--- src/rtl/serial_add_pkg.sv ---
// serial_add_pkg
//   Shared definitions for the bit-serial adder controller: the FSM state
//   type and the default operand width.
package serial_add_pkg;

    // Default operand/result width. The legal range is 2..32.
    localparam int WIDTH_DEF = 8;

    // Controller states. The fourth encoding is unused and recovers to IDLE.
    typedef enum logic [1:0] {
        IDLE = 2'b00,
        RUN  = 2'b01,
        DONE = 2'b10
    } state_e;

endpackage : serial_add_pkg

--- src/rtl/fullAdder.sv ---
// fullAdder
//   Single-bit full-adder cell.
//   Ports:
//     a, b   : operand bits
//     cin    : carry in
//     s      : sum bit
//     cout   : carry out
module fullAdder (
    input  logic a,
    input  logic b,
    input  logic cin,
    output logic s,
    output logic cout
);

    assign s    = a ^ b ^ cin;
    assign cout = (a & b) | (cin & (a ^ b));

endmodule : fullAdder

--- src/rtl/serial_add_ctrl.sv ---
// serial_add_ctrl
//   Bit-serial adder: {cout,sum} = a + b + cin, computed LSB first with one
//   fullAdder cell, one bit per clock.
//
//   Timing (start accepted at edge 0):
//     edges 1..WIDTH : one sum bit per edge, busy high for WIDTH cycles
//     edge WIDTH     : FSM enters DONE, final carry captured into cout
//     edge WIDTH+1   : done pulses for one cycle, FSM back in IDLE
//   A start held high is therefore accepted every WIDTH+2 cycles.
//
//   Ports:
//     clk    : clock, rising edge
//     rst_n  : asynchronous active-low reset
//     start  : operation request, only sampled in IDLE
//     a, b   : operands, captured on accepted start
//     cin    : carry in, captured on accepted start
//     sub    : (SERIAL_ADD_SUB_EN only) 1 = compute a - b, cin ignored,
//              cout=1 means no borrow
//     busy   : operation in progress
//     done   : one-cycle result-valid pulse
//     sum    : result, holds until the next accepted start
//     cout   : final carry, holds with sum
//
//   Configuration macro: SERIAL_ADD_SUB_EN adds the sub input.
module serial_add_ctrl
    import serial_add_pkg::*;
#(
    parameter int WIDTH = WIDTH_DEF
) (
    input  logic             clk,
    input  logic             rst_n,
    input  logic             start,
    input  logic [WIDTH-1:0] a,
    input  logic [WIDTH-1:0] b,
    input  logic             cin,
`ifdef SERIAL_ADD_SUB_EN
    input  logic             sub,
`endif
    output logic             busy,
    output logic             done,
    output logic [WIDTH-1:0] sum,
    output logic             cout
);

    // Counter only has to reach WIDTH-1; it wraps on the last RUN cycle.
    localparam int             CW   = (WIDTH > 2) ? $clog2(WIDTH) : 1;
    localparam logic [CW-1:0]  LAST = CW'(WIDTH - 1);

    state_e           state_q, state_d;
    logic [CW-1:0]    cnt_q, cnt_d;
    logic [WIDTH-1:0] a_q, a_d;
    logic [WIDTH-1:0] b_q, b_d;
    logic             carry_q, carry_d;
    logic [WIDTH-1:0] sum_q, sum_d;
    logic             cout_q, cout_d;
    logic             busy_q, busy_d;
    logic             done_q, done_d;

    logic             fa_s;
    logic             fa_co;

    // Operand conditioning at capture time. Subtraction stores ~b and seeds
    // the carry with 1, so the serial datapath is identical for both modes.
    logic [WIDTH-1:0] b_load;
    logic             c_load;

`ifdef SERIAL_ADD_SUB_EN
    assign b_load = sub ? ~b : b;
    assign c_load = sub ? 1'b1 : cin;
`else
    assign b_load = b;
    assign c_load = cin;
`endif

    fullAdder u_fa (
        .a    (a_q[0]),
        .b    (b_q[0]),
        .cin  (carry_q),
        .s    (fa_s),
        .cout (fa_co)
    );

    always_comb begin
        state_d = state_q;
        cnt_d   = cnt_q;
        a_d     = a_q;
        b_d     = b_q;
        carry_d = carry_q;
        sum_d   = sum_q;
        cout_d  = cout_q;

        case (state_q)
            IDLE: begin
                if (start) begin
                    a_d     = a;
                    b_d     = b_load;
                    carry_d = c_load;
                    cnt_d   = '0;
                    sum_d   = '0;
                    cout_d  = 1'b0;
                    state_d = RUN;
                end
            end

            RUN: begin
                // Sum bits enter at the MSB and walk right, so after WIDTH
                // shifts bit 0 of the result sits in sum[0].
                sum_d   = {fa_s, sum_q[WIDTH-1:1]};
                a_d     = a_q >> 1;
                b_d     = b_q >> 1;
                carry_d = fa_co;
                cnt_d   = cnt_q + 1'b1;
                if (cnt_q == LAST) begin
                    // Publish the final carry now so cout matches the carry
                    // flop for the whole DONE cycle.
                    cout_d  = fa_co;
                    state_d = DONE;
                end
            end

            DONE: begin
                state_d = IDLE;
            end

            default: begin
                state_d = IDLE;
            end
        endcase

        // Registered flags: busy tracks the next state, done is DONE delayed
        // by one edge so it lands in the cycle where IDLE can take a new start.
        busy_d = (state_d == RUN);
        done_d = (state_q == DONE);
    end

    always_ff @(posedge clk or negedge rst_n) begin
        if (!rst_n) begin
            state_q <= IDLE;
            cnt_q   <= '0;
            a_q     <= '0;
            b_q     <= '0;
            carry_q <= 1'b0;
            sum_q   <= '0;
            cout_q  <= 1'b0;
            busy_q  <= 1'b0;
            done_q  <= 1'b0;
        end else begin
            state_q <= state_d;
            cnt_q   <= cnt_d;
            a_q     <= a_d;
            b_q     <= b_d;
            carry_q <= carry_d;
            sum_q   <= sum_d;
            cout_q  <= cout_d;
            busy_q  <= busy_d;
            done_q  <= done_d;
        end
    end

    assign busy = busy_q;
    assign done = done_q;
    assign sum  = sum_q;
    assign cout = cout_q;

endmodule : serial_add_ctrl

--- config.mk ---
export PLATFORM = sky130hd
export DESIGN_NAME = serial_add_ctrl
export DESIGN_NICKNAME = d
export VERILOG_FILES = /design/src/rtl/serial_add_pkg.sv /design/src/rtl/fullAdder.sv /design/src/rtl/serial_add_ctrl.sv
export SDC_FILE = /design/constraint.sdc
export NUM_CORES = 1
export LEC_CHECK = 0
export ABC_CLOCK_PERIOD_IN_PS = 2150
export BUFFER_PORTS_ARGS = -buffer_cell sky130_fd_sc_hd__buf_2
export CAP_MARGIN = 0
export CELL_PAD_IN_SITES_DETAIL_PLACEMENT = 0
export CELL_PAD_IN_SITES_GLOBAL_PLACEMENT = 2
export CORE_ASPECT_RATIO = 0.75
export CORE_MARGIN = 4
export CORE_UTILIZATION = 37
export DETAILED_ROUTE_END_ITERATION = 7
export GPL_ROUTABILITY_DRIVEN = 0
export PLACE_DENSITY = 0.78
export SLEW_MARGIN = 10
export SYNTH_ARGS = -nofsm -noshare
export SYNTH_HDL_FRONTEND = slang
export SYNTH_SLANG_ARGS = --single-unit
--- constraint.sdc ---
create_clock -name clk -period 2.15 [get_ports clk]
set_input_delay 0.215 -clock clk [delete_from_list [all_inputs] [get_ports clk]]
set_output_delay 0.215 -clock clk [all_outputs]
set_load 0.01 [all_outputs]
==> reports/metrics.csv, run 1 <==
stage,metric,value,unit
status,status,"complete, but fails checks",
status,failing checks,negative hold slack,
die,die area,5220,um^2
cts,Skew-Pair Late Insertion Delay,280,ps
setup_path,Worst R2R Path Depth,4,
sta,Tcrit/Tclk final,70.7,%
yosys,synth warn,0,
sta,relative slew slack,52.4,%
routing,Vias/cell,5.08,
cts,root buf cell,clkbuf_8,
die,Core Rows,19,
setup_path,CP max-delay cell,dfrtp_1,
pwr,Internal,1620,uW
pwr,switching share of power,35.0,%
cts,htree depth,2,
cts,clk slew on worst S/H paths,70,ps
routing,initial drt markers,68,
die,core area,3800,um^2
pwr,clock share of power,17.9,%
yosys,cells after synthesis,129,
sta,minimum clock period,1520,ps
die,die height,63.6,um
setup_path,critical path cell sequence,buf_4 > nor2b_1 > buf_4 > a222oi_1,
yosys,Yosys reg bits,33,
grt,vias in the first global route,1143,
routing,Routed Antenna Nets,0,
sta,RSZ-0062 raised after global routing,no,
sta,Worst Tran Pin Value,714,ps
setup_path,worst reg2reg startpoint,state_q[0]$_DFF_PN0_,
die,chip width,82.1,um
worst_hold_path,min-delay worst type,in -> async,
sta,final setup margin,629,ps
cells_and_area,share of cells above drive strength 1,30.7,%
setup_path,FF-to-FF End,a_q[0]$_DFFE_PN0P_,
die,starting density of the core,40.1,%
grt,GRT Residual Overflow,0,
placement,pre-CTS setup slack,631,ps
routing,final WL,3080,um
setup_path,worst setup path start,state_q[0]$_DFF_PN0_,
cells_and_area,Reg area,826,um^2
setup_path,FF-to-FF setup slack,630,ps
flow_run,# Max-Cap Violations,0,
pwr,Comb pwr share,40.2,%
cts,Inserted Clock Buffers,5,
cts,hold_buf cts,0,
yosys,syn_nets,152,
sta,Worst Skew,8.03,ps
setup_path,crit-path max cell delay,500,ps
placement,dpl hpwl,2140,um
setup_path,Setup crit end kind,flop,
pwr,Leak Pwr,0.000883,uW
sta,worst hold slack,-16.5,ps
pwr,PD cells,1390,nW/um^2
cts,clock sink count,33,
sta,final setup TNS,0,ps
cells_and_area,n_diodes,0,
cts,cts repair resizes,0,
routing,WL/cell,14.3,um
pwr,Sw Pwr,872,uW
setup_path,CP Data Required Time,2320,ps
cells_and_area,Area Overhead vs Synth,18.0,%
pwr,Max VDD drop,0.638,mV
cells_and_area,Multi-input gate area,551,um^2
grt,largest net degree at the start of global routing,34,
setup_path,cell mode on critical path,buf_4,
routing,# DRC,0,
yosys,sequential-to-total area share from yosys stat,54.2,%
routing,Initial DRT Pass Iterations,5,
placement,port bufs,30,
cells_and_area,Layout Nets,185,
cts,postcts setup bufs,0,
yosys,Netlist Area Pre-Place,1520,um^2
grt,initial antenna violation count,0,
setup_path,critical-path maximum fanout,14,
yosys,average size of a mapped cell,11.8,um^2
setup_path,Crit Path Category,reg -> reg,
sta,Setup Viol. Count Final,0,
grt,first-pass GRT wire length,5350,um
die,I/O pin count,31,
sta,fmax,658,MHz
routing,DR vias,1092,
grt,gr usage total,13.3,%
setup_path,CP arrival,1690,ps
cells_and_area,FILL cells,381,
setup_path,CP Launch Type,flop,
sta,pins over their slew limit,0,
cts,CTS tree,done,
sta,final hold violations,25,
cts,Bufs on Longest Clock Path,2,
pwr,Seq pwr share,41.9,%
yosys,"Distinct cells, synth",25,
## metrics by stage
stage	instance area [um^2]	cells	power [uW]	hold WS, ps	util (%)
6_report	1800	215	2490	-16.5	47.3
5_1_grt	1800	215	2740	47.8	47.3
4_1_cts	1800	215	2540	13.8	47.3
3_5_place_dp	1710	207	2080	318	45.0
3_3_place_gp	1710	207	2030	315	45.0
2_1_floorplan	1520	129	1790	-80.6	-
## cell families after synthesis
| group | count (synthesis) | synth area share (%) |
|---|---|---|
| AO/OA/AOI/OAI | 31 | 18.4 |
| adder cells (fa/ha/maj) | 3 | 2.96 |
| AND/OR/NAND/NOR | 32 | 14.0 |
| multiplexers | 1 | 0.739 |
| flip-flops | 33 | 54.2 |
| buffers and inverters | 29 | 9.69 |
## power groups by stage
stage | Sequential (uW) | Clock, uW | Combinational [uW]
after floorplan | 1060 | 0 | 732
after global routing | 1090 | 497 | 1150
final | 1040 | 446 | 1000
after global placement | 1050 | 0 | 984
after CTS | 1050 | 467 | 1020
after detailed placement | 1060 | 0 | 1020
## critical path: cells and delay by family (launching register included)
family | cells | cell delay [ps]
AO/OA/AOI/OAI | 1 | 340
buffers and inverters | 2 | 430
AND/OR/NAND/NOR | 1 | 140
flip-flops | 1 | 500
## final cells by class
cell class | instances | share of cell area [%]
Clock buffer | 5 | 3.83
Clock inverter | 3 | 0.974
Inverter | 18 | 3.76
Multi-Input combinational cell | 67 | 30.6
Sequential cell | 33 | 45.9
Tap cell | 52 | 3.62
Timing Repair Buffer | 37 | 11.3
## placed cells by master, fill, tap and decap left out, drive strengths merged
cell      synthesis  layout
a22o             10      10
o21ba             2       2
nor4b             6       6
ha                2       2
clkinv            0       2
and3b             1       1
clkbuf            1       5
nor2b             4       4
a211o             1       1
o311ai            2       2
a222oi            9       9
nor3b             6       6
a211oi            6       6
clkinvlp          0       1
dfrtp            33      33
nand4bb           2       2
o21bai            1       1
nand2             2       2
inv              18      18
and4bb            1       1
fa                1       1
mux2              1       1
nor2              9       9
buf              10      37
and2              1       1
## routing by layer
layer	GRT usage, %	vias up	part of all wire [%]
li1	-	534	-
met1	17.6	537	46
met2	20.7	19	48
met3	3.99	2	4.9
met4	4.36	0	0.58
met5	0	-	0
## worst max path at each step
stage | slack (ps) | cells past startpoint | to
2_1_floorplan | 850 | 4 | cout$_DFFE_PN0P_
3_3_place_gp | 690 | 4 | a_q[0]$_DFFE_PN0P_
3_5_place_dp | 630 | 4 | a_q[0]$_DFFE_PN0P_
4_1_cts | 610 | 4 | a_q[0]$_DFFE_PN0P_
5_1_grt | 510 | 4 | carry_q$_DFFE_PN0P_
6_report | 630 | 4 | a_q[0]$_DFFE_PN0P_
## flip-flops by register name, indices dropped and copies added (netlist names)
signal / flops
done: 1
busy: 1
cout: 1
carry_q: 1
a_q: 8
b_q: 8
sum: 8
cnt_q: 3
state_q: 2
## Yosys cell counts
master / count / area, um^2
and2_1: 1 / 6.26
nor4b_1: 6 / 52.6
ha_1: 2 / 25.0
a211o_1: 1 / 8.76
nor2b_1: 4 / 25.0
nand4bb_1: 2 / 22.5
o311ai_0: 2 / 17.5
a22o_1: 10 / 87.6
nor3b_1: 6 / 45.0
a211oi_1: 6 / 45.0
nor2_1: 9 / 33.8
buf_6: 3 / 33.8
dfrtp_1: 33 / 826
inv_1: 18 / 67.6
fa_1: 1 / 20.0
clkbuf_1: 1 / 3.75
mux2_2: 1 / 11.3
o21bai_2: 1 / 11.3
and3b_1: 1 / 8.76
buf_2: 4 / 20.0
o21ba_2: 2 / 20.0
a222oi_1: 9 / 90.1
buf_4: 3 / 22.5
nand2_1: 2 / 7.51
and4bb_2: 1 / 12.5
Note: power is estimated with default switching activity, not from simulation.
==> inputs of run 2 (changes only) <==
Settings changed: ABC_CLOCK_PERIOD_IN_PS 2150 to 1500, CORE_UTILIZATION 37 to 35, PLACE_DENSITY 0.78 to 0.74.
Clock period 2.15 ns to 1.5 ns, I/O delays scaled along.
==> run 2 against run 1 <==
Net effect:
- the run now ends clean
- non-clock buffer count up 1
- die area up 5.1%
- setup slack worse by 500 ps
- sequential power up 44%
- critical path type unchanged
- critical endpoint is now cout$_DFFE_PN0P_
==> reports/metrics.csv, run 2 (synthesized netlist as in run 1, its figures left out) <==
stage,metric,value,unit,change
status,status,finished clean,,"was complete, but fails checks"
placement,dpl cells,210,,was 207
setup_path,CP Launch Type,flop,,unchanged
routing,initial drt markers,87,,was 68
setup_path,CP arrival,1540,ps,was 1690 ps
cells_and_area,final instance area,1810,um^2,was 1800 um^2
worst_hold_path,min-delay worst type,in -> reg,,was in -> async
cells_and_area,Layout Utilization,43.8,%,was 47.3%
setup_path,critical path cell sequence,ha_1 > ha_1 > and4bb_2 > a211o_1,,was buf_4 > nor2b_1 > buf_4 > a222oi_1
grt,busiest grt layer,met2,,unchanged
pwr,Sw Pwr,1240,uW,was 872 uW
grt,vias in the first global route,1157,,"was 1,143"
cts,CTS tree,done,,unchanged
cells_and_area,most frequent cells in the layout,"dfrtp_1, buf_2, inv_1",,unchanged
die,starting density of the core,36.9,%,was 40.1%
die,I/O pin count,31,,unchanged
cells_and_area,n_diodes,0,,unchanged
sta,Tcrit/Tclk final,91.7,%,was 70.7%
grt,M2 GR Usage,19.6,%,was 20.7%
routing,WL/cell,14.1,um,was 14.3 um
setup_path,CP max-delay cell,dfrtp_1,,unchanged
routing,# DRC,0,,unchanged
sta,relative slew slack,70.2,%,was 52.4%
sta,RSZ-0062 raised after global routing,no,,unchanged
sta,pins over their slew limit,0,,unchanged
pwr,Max VDD drop,0.787,mV,was 0.638 mV
die,chip width,84.2,um,was 82.1 um
routing,Vias/cell,5.25,,was 5.08
pwr,Seq pwr share,42.2,%,was 41.9%
sta,final hold violations,0,,was 25
cts,clk slew on worst S/H paths,60,ps,was 70 ps
grt,GRT Residual Overflow,0,,unchanged
grt,met1 GRT Util,15.7,%,was 17.6%
sta,final setup TNS,0,ps,unchanged
grt,first-pass GRT wire length,5380,um,was 5350 um
flow_run,# Max-Cap Violations,0,,unchanged
cells_and_area,Area Overhead vs Synth,18.8,%,was 18.0%
grt,gr usage total,12.4,%,was 13.3%
sta,Worst Tran Pin Value,446,ps,was 714 ps
cells_and_area,"most common cell after layout, fill and taps aside",dfrtp_1,,unchanged
die,die area,5480,um^2,was 5220 um^2
pwr,Leak Pwr,0.000890,uW,was 0.000883 uW
die,Core Rows,20,,was 19
placement,"Cell Area, Placed",1720,um^2,was 1710 um^2
sta,minimum clock period,1380,ps,was 1520 ps
cts,root buf cell,clkbuf_8,,unchanged
setup_path,cell mode on critical path,ha_1,,was buf_4
cts,Inserted Clock Buffers,5,,unchanged
setup_path,FF-to-FF setup slack,120,ps,was 630 ps
grt,initial antenna violation count,0,,unchanged
cts,Skew-Pair Late Insertion Delay,280,ps,about the same
setup_path,crit-path max cell delay,390,ps,was 500 ps
pwr,switching share of power,34.9,%,was 35.0%
cts,postcts setup bufs,0,,unchanged
cells_and_area,share of cells above drive strength 1,30.5,%,was 30.7%
setup_path,Setup crit end kind,flop,,unchanged
sta,Worst Skew,2.64,ps,was 8.03 ps
pwr,PD cells,1960,nW/um^2,was 1390 nW/um^2
die,die height,65.1,um,was 63.6 um
routing,DR vias,1149,,"was 1,092"
cells_and_area,Layout Cells excl Fill,219,,was 215
sta,Setup Viol. Count Final,0,,unchanged
cts,clock sink count,33,,unchanged
setup_path,CP Data Required Time,1670,ps,was 2320 ps
pwr,clock share of power,17.7,%,was 17.9%
setup_path,Crit Path Category,reg -> reg,,unchanged
grt,largest net degree at the start of global routing,34,,unchanged
setup_path,"Buf+Inv Stages, Crit Path",0,,was 2
pwr,Comb pwr share,40.1,%,was 40.2%
cts,htree depth,2,,unchanged
setup_path,critical-path maximum fanout,4,,was 14
placement,port bufs,30,,unchanged
routing,Initial DRT Pass Iterations,5,,unchanged
routing,final WL,3080,um,about the same
placement,dpl hpwl,2180,um,was 2140 um
cts,Bufs on Longest Clock Path,2,,unchanged
pwr,Internal,2310,uW,was 1620 uW
die,core area,4130,um^2,was 3800 um^2
cells_and_area,Layout Nets,186,,was 185
setup_path,Crit path max-delay family,adder cells,,was flip-flops
sta,fmax,727,MHz,was 658 MHz
routing,Routed Antenna Nets,0,,unchanged
grt,met3 GRT Util,4.26,%,was 3.99%
run 2: cell types whose count changed in the layout (fill, tap and decap cells not counted):
cell,previous run,this run
clkbuf_1,0,1
clkinvlp_4,1,0
dlygate4sd3_1,0,1
nor2b_1,4,3
nor2b_2,0,1
run 2: metrics by stage:
stage          setup WS (ps)  hold WS (ps)  total power (uW)
6_report                 124           178              3540
5_1_grt                 75.3           172              3840
4_1_cts                 34.1           172              3590
3_5_place_dp            59.1           203              2940
3_3_place_gp             122           196              2890
2_1_floorplan            199          -146              2560
run 2: tightest hold or removal path: cells and delay by family:
family / cells / cell delay [ps]
buffers and inverters: 1 / 80
and+or+nand+nor: 1 / 90
AOI/OAI and AO/OA: 1 / 100
run 2: cell type report:
| class | count | area (um^2) |
|---|---|---|
| fill | 408 | 2320 |
| tap | 55 | 68.8 |
| clock buffer | 6 | 72.6 |
| clock inverter | 2 | 10.0 |
| multi-input combinational | 67 | 553 |
| sequential | 33 | 826 |
| timing repair buffer | 38 | 213 |
| inverter | 18 | 67.6 |
run 2: layer usage:
metal / share of wire (%) / vias up
li1: - / 537
met2: 43 / 32
met4: 1.6 / 0
met5: 0 / -
met3: 6.6 / 7
met1: 48 / 573
run 2: repair_timing:
item,in CTS,in global routing
hold endpoints to repair,33,0
setup endpoints to repair,0,9
gates resized for setup,0,1
hold buffers,1,0
run 2: final timing paths:
| path | cells past startpoint | to | startpoint |
|---|---|---|---|
| worst min-delay path | 3 | a_q[7]$_DFFE_PN0P_ | a[7] |
| min in group asynchronous | 3 | b_q[2]$_DFFE_PN0P_ | rst_n |
| worst max-delay path | 4 | cout$_DFFE_PN0P_ | cnt_q[0]$_DFFE_PN0P_ |
| worst max register to register | 4 | cout$_DFFE_PN0P_ | cnt_q[0]$_DFFE_PN0P_ |
| worst min register to register | 1 | sum[0]$_DFFE_PN0P_ | sum[0]$_DFFE_PN0P_ |
| max in group asynchronous | 3 | sum[7]$_DFFE_PN0P_ | rst_n |
run 2: power by group through the flow:
stage	logic (uW)	clock network [uW]	registers, uW
floorplan	1050	0	1510
global placement	1400	0	1490
detailed placement	1430	0	1510
CTS	1440	649	1500
global route	1600	689	1550
finish	1420	628	1500
